--- src/rtl/cpu_types_pkg.sv ---
// Shared CPU types: word and RAM status types, plus the memory arbiter state encoding.
// The arbiter's fairness default lives here so the wrapper and the block agree on it.
package cpu_types_pkg;
    localparam int WORD_BITS = 32;
    typedef logic [WORD_BITS-1:0] word_t;

    typedef enum logic [1:0] {FREE, BUSY, ACCESS, ERROR} ramstate_t;

    typedef enum logic [1:0] {IDLE, GRANT_I, GRANT_D} memarb_state_t;

    localparam int FAIR_LIMIT_DEF = 4;
endpackage

--- src/rtl/mem_arbiter.sv ---
// Shares the single RAM port between instruction fetch and data access; data wins by default.
// Define MEM_ARB_FAIR_EN to let a pending fetch in after FAIR_LIMIT consecutive data grants.
module mem_arbiter
    import cpu_types_pkg::*;
#(
    parameter int WORD_W     = 32,
    parameter int FAIR_LIMIT = FAIR_LIMIT_DEF
) (
    input  logic              CLK,
    input  logic              nRST,
    input  logic              iREN,
    input  logic [WORD_W-1:0] iaddr,
    input  logic              dREN,
    input  logic              dWEN,
    input  logic [WORD_W-1:0] daddr,
    input  logic [WORD_W-1:0] dstore,
    output logic              iwait,
    output logic              dwait,
    output logic [WORD_W-1:0] iload,
    output logic [WORD_W-1:0] dload,
    output logic              ramREN,
    output logic              ramWEN,
    output logic [WORD_W-1:0] ramaddr,
    output logic [WORD_W-1:0] ramstore,
    input  logic [WORD_W-1:0] ramload,
    input  logic [1:0]        ramstate,
    output logic              ramerr
);

    memarb_state_t state, next_state;
    ramstate_t     rs;
    logic          err_hit;
    logic          fair_pick_i;

    assign rs = ramstate_t'(ramstate);

    always_ff @(posedge CLK or negedge nRST) begin
        if (!nRST) begin
            state  <= IDLE;
            ramerr <= 1'b0;
        end else begin
            state <= next_state;
            if (err_hit) ramerr <= 1'b1;
        end
    end

    // Every grant ends in IDLE: the requester's enable is stale at its completing edge.
    always_comb begin
        next_state = state;
        iwait      = 1'b1;
        dwait      = 1'b1;
        iload      = '0;
        dload      = '0;
        ramREN     = 1'b0;
        ramWEN     = 1'b0;
        ramaddr    = '0;
        ramstore   = '0;
        err_hit    = 1'b0;
        case (state)
            IDLE: begin
                if ((dREN || dWEN) && !fair_pick_i) next_state = GRANT_D;
                else if (iREN)                      next_state = GRANT_I;
            end
            GRANT_D: begin
                if (dREN || dWEN) begin
                    ramaddr = daddr;
                    if (dWEN) begin
                        ramWEN   = 1'b1;
                        ramstore = dstore;
                    end else begin
                        ramREN = 1'b1;
                    end
                    if (rs == ACCESS) begin
                        dwait = 1'b0;
                        if (!dWEN) dload = ramload;
                    end
                    err_hit = (rs == ERROR);
                    if (rs == ACCESS || rs == ERROR) next_state = IDLE;
                end else begin
                    next_state = IDLE;
                end
            end
            GRANT_I: begin
                if (iREN) begin
                    ramREN  = 1'b1;
                    ramaddr = iaddr;
                    if (rs == ACCESS) begin
                        iwait = 1'b0;
                        iload = ramload;
                    end
                    err_hit = (rs == ERROR);
                    if (rs == ACCESS || rs == ERROR) next_state = IDLE;
                end else begin
                    next_state = IDLE;
                end
            end
            default: next_state = IDLE;
        endcase
    end

`ifdef MEM_ARB_FAIR_EN
    logic [2:0] fair_cnt;

    // Counts data completions that happened while a fetch was waiting.
    always_ff @(posedge CLK or negedge nRST) begin
        if (!nRST) begin
            fair_cnt <= 3'd0;
        end else if (!iwait || (!dwait && !iREN)) begin
            fair_cnt <= 3'd0;
        end else if (!dwait && fair_cnt != 3'd7) begin
            fair_cnt <= fair_cnt + 3'd1;
        end
    end

    assign fair_pick_i = iREN && (int'(fair_cnt) >= FAIR_LIMIT);
`else
    assign fair_pick_i = 1'b0;
`endif

endmodule

--- config.mk ---
export PLATFORM = sky130hd
export DESIGN_NAME = mem_arbiter
export DESIGN_NICKNAME = d
export VERILOG_FILES = /design/src/rtl/cpu_types_pkg.sv /design/src/rtl/mem_arbiter.sv
export SDC_FILE = /design/constraint.sdc
export NUM_CORES = 1
export LEC_CHECK = 0
export CAP_MARGIN = 20
export CORE_AREA = 2 2 103 105
export DETAILED_ROUTE_END_ITERATION = 8
export DIE_AREA = 0 0 105 107
export GPL_TIMING_DRIVEN = 0
export SLEW_MARGIN = 20
export SYNTH_ARGS = -nofsm -noshare
export SYNTH_HDL_FRONTEND = slang
export SYNTH_SLANG_ARGS = --single-unit
--- constraint.sdc ---
create_clock -name CLK -period 4.51 [get_ports CLK]
set_clock_uncertainty 0.15 [all_clocks]
set_input_delay 1.353 -clock CLK [delete_from_list [all_inputs] [get_ports CLK]]
set_output_delay 1.353 -clock CLK [all_outputs]
set_load 0.01 [all_outputs]
==> impl_results.md, run 1 <==
- Row cnt: 37
- Initial antenna violation count: 0
- Fill count: 1024
- Core footprint: 0.01009 mm2
- Crit path cell chain: clkdlybuf4s15_1 -> and2_1 -> buf_2 -> buf_4 -> a22oi_1 -> nor2b_1 -> clkdlybuf4s50_1
- Grt ovf: 0
- CTS root buf: clkbuf_8
- Final Hold Slack: 0.3157 ns
- Cell area after synthesis: 0.001433 mm2
- Worst slew pin tran: 0.3665 ns
- Initial DRC count: 75
- Fin crit share: 97.93%
- Largest net degree at the start of global routing: 11
- Final setup vio count: 0
- First-pass GRT wire length: 14300 um
- CP startpoint kind: input port
- Max-Cap Viols: 0
- Worst EP required: 3.01 ns
- Placed wire-length estimate: 7628 um
- Max H-tree Level: 1
- Synth Warn #: 0
- Clock latency at the later pin of the worst-skew pair: 0.21 ns
- Endpoint class of the critical path: output pin
- Internal reg-to-reg setup slack: 2.73 ns
- Status: completed
- I/O pin cnt: 268
- Final WL: 9360 um
- Port Buffers: 266
- Slew HR: 75.57%
- CP arrival: 2.91 ns
- Fmax: 226.4 MHz
- Placer Congestion: 0.7618
- Final instance area: 0.004528 mm2
- Hold Crit Depth: 1
- R2R cell count: 6
- Hold-fix buffers, CTS: 0
- Die area: 0.01124 mm2
- Vias in the first global route: 2744
- CTS buffer count: 3
- Die Ht: 107 um
- Setup Crit Path Kind: in2out
- Final hold vios: 0
- Mapped Nets: 354
- Clk sink count: 3
- TritonCTS clock tree: done
- Register area share after synthesis: 5.240%
- Pwr dens: 204.9 mW/mm2
- CP max FO: 10
- Residual DRC: 0
- CP peak stage delay: 0.55 ns
- Worst-path clk slew: 0.03 ns
- Final #Nets: 648
- Critical Path Slowest Stage Cell: clkdlybuf4s50_1
- Register bit count reported by yosys: 3
- RSZ-0062 raised after global routing: true
- DR vias: 2684
- Final ANT Viol Nets: 0
- Initial core utilization: 14.20%
- Antenna cells: 0
- Layout overhead on the synthesized area: 216.1%
- Mapped Cells: 215
- Leak: 2.159 nW
- Synth Area per Inst: 6.663 um2
- First-pass iteration count of the detailed router: 4
- Layout cells sized above 1: 8.661%
- Total GRT Usage: 15.75%
- Worst VDD drop: 0.1167 mV
- Min cycle time layout: 4.416 ns
- Routed vias/inst: 4.168
- Slew Viols, Final: 0
- HP Class: reg2reg
- Synth cell types: 24
- Dpl cell area: 0.004265 mm2
- Clock buffer depth: 2
- Die X: 105 um
- WL/cell: 14.53 um
==> synth_stat cells, drive strengths merged <==
cell / count / share of area, %
a21boi: 1 / 0.52
a21oi: 1 / 0.35
a22o: 1 / 0.61
a22oi: 32 / 17
a32o: 1 / 0.70
a41o: 1 / 0.70
and2: 66 / 29
and3: 32 / 14
buf: 9 / 4.0
clkbuf: 15 / 4.2
dfrtp: 3 / 5.2
ha: 4 / 3.5
inv: 3 / 0.79
nand2: 1 / 0.26
nand2b: 1 / 0.44
nand3b: 2 / 1.0
nor2: 5 / 1.7
nor2b: 32 / 14
o21a: 2 / 1.0
o21ai: 2 / 0.70
or4b: 1 / 0.70
==> metrics by stage <==
stage	utilization (%)	total power, mW	cells	setup slack, ns	setup TNS (ns)
floorplan	-	0.4099	215	0.8842	0
global placement	42.26	0.8386	617	-0.3817	-23.79
detailed placement	42.26	0.8465	617	-0.4617	-27.71
CTS	44.72	0.9386	644	0.06052	0
global route	44.87	1.001	644	-0.03957	-0.2645
finish	44.87	0.9278	644	0.09350	0
==> area by class of cell <==
class                      instances  area [um2]  share of cell area, %
buffer                            24       187.7                  4.145
clock buffer                       4       45.04                 0.9948
inverter                           3       11.26                 0.2487
multi-input combinational        185        1246                  27.52
sequential                         3       75.07                  1.658
tap                              136       170.2                  3.758
timing repair buffer             289        2793                  61.67
==> cells in the final DEF (no fill, tap or decap), types with 4 or more instances in the layout <==
cell and instances:
clkdlybuf4s50_1 202, and2_1 66, dlygate4sd2_1 60, a22oi_1 32, nor2b_1 32, and3_1 32, buf_4 21, clkbuf_8 13
clkbuf_1 10, ha_1 4
==> registers in the layout (all words and copies together), names as in the netlist <==
signal and cells:
ramerr 1, state 2
==> timing repair <==
item / in CTS / in global routing
pin swaps: 2 / 0
resized for setup: 86 / 6
cloned: 4 / 0
buffers inserted: 19 / 0
setup endpoints to repair: 97 / 28
==> per-layer routing <==
| metal | up-vias | wire [um] | GRT usage (%) |
|---|---|---|---|
| met4 | 0 | 71 | 3.619 |
| met5 | - | 0 | 0 |
| li1 | 1330 | - | - |
| met1 | 1214 | 3652 | 17.84 |
| met3 | 4 | 658 | 3.343 |
| met2 | 136 | 4977 | 30.01 |
==> cell families after synthesis <==
kind of cell	synth area share (%)
AO/OA/AOI/OAI	21.40
adder cells (fa/ha/maj)	3.494
buffers and inverters	8.995
flip-flops	5.240
AND/OR/NAND/NOR	60.87
==> critical path: cells and delay by family <==
| family | cells | cell delay [ns] |
|---|---|---|
| buffers and inverters | 4 | 1.17 |
| and+or+nand+nor | 2 | 0.27 |
| AOI/OAI and AO/OA | 1 | 0.10 |
==> where the power goes <==
| group | switching, mW | internal (mW) |
|---|---|---|
| Clock | 0.0168 | 0.0602 |
| Combinational | 0.341 | 0.467 |
| Sequential | 0.00872 | 0.0341 |
==> worst paths after layout <==
check,from,end
setup / recovery,iREN,ramaddr[7]
hold / removal,ramerr$_DFFE_PN0P_,ramerr$_DFFE_PN0P_
setup reg to reg,state[0]$_DFFE_PN0P_,state[1]$_DFFE_PN0P_
hold reg to reg,ramerr$_DFFE_PN0P_,ramerr$_DFFE_PN0P_
max in group asynchronous,nRST,state[0]$_DFFE_PN0P_
min in group asynchronous,nRST,ramerr$_DFFE_PN0P_
Note: power is estimated with default switching activity, not from simulation.
==> inputs of run 2 (changes only) <==
--- a/config.mk
+++ b/config.mk
@@ -9,6 +9,7 @@
 export CORE_AREA = 2 2 103 105
 export DETAILED_ROUTE_END_ITERATION = 8
 export DIE_AREA = 0 0 105 107
+export GPL_ROUTABILITY_DRIVEN = 0
 export GPL_TIMING_DRIVEN = 0
 export SLEW_MARGIN = 20
 export SYNTH_ARGS = -nofsm -noshare
==> results of run 2 <==
Final layout, timing and power as in run 1 (identical DEF).
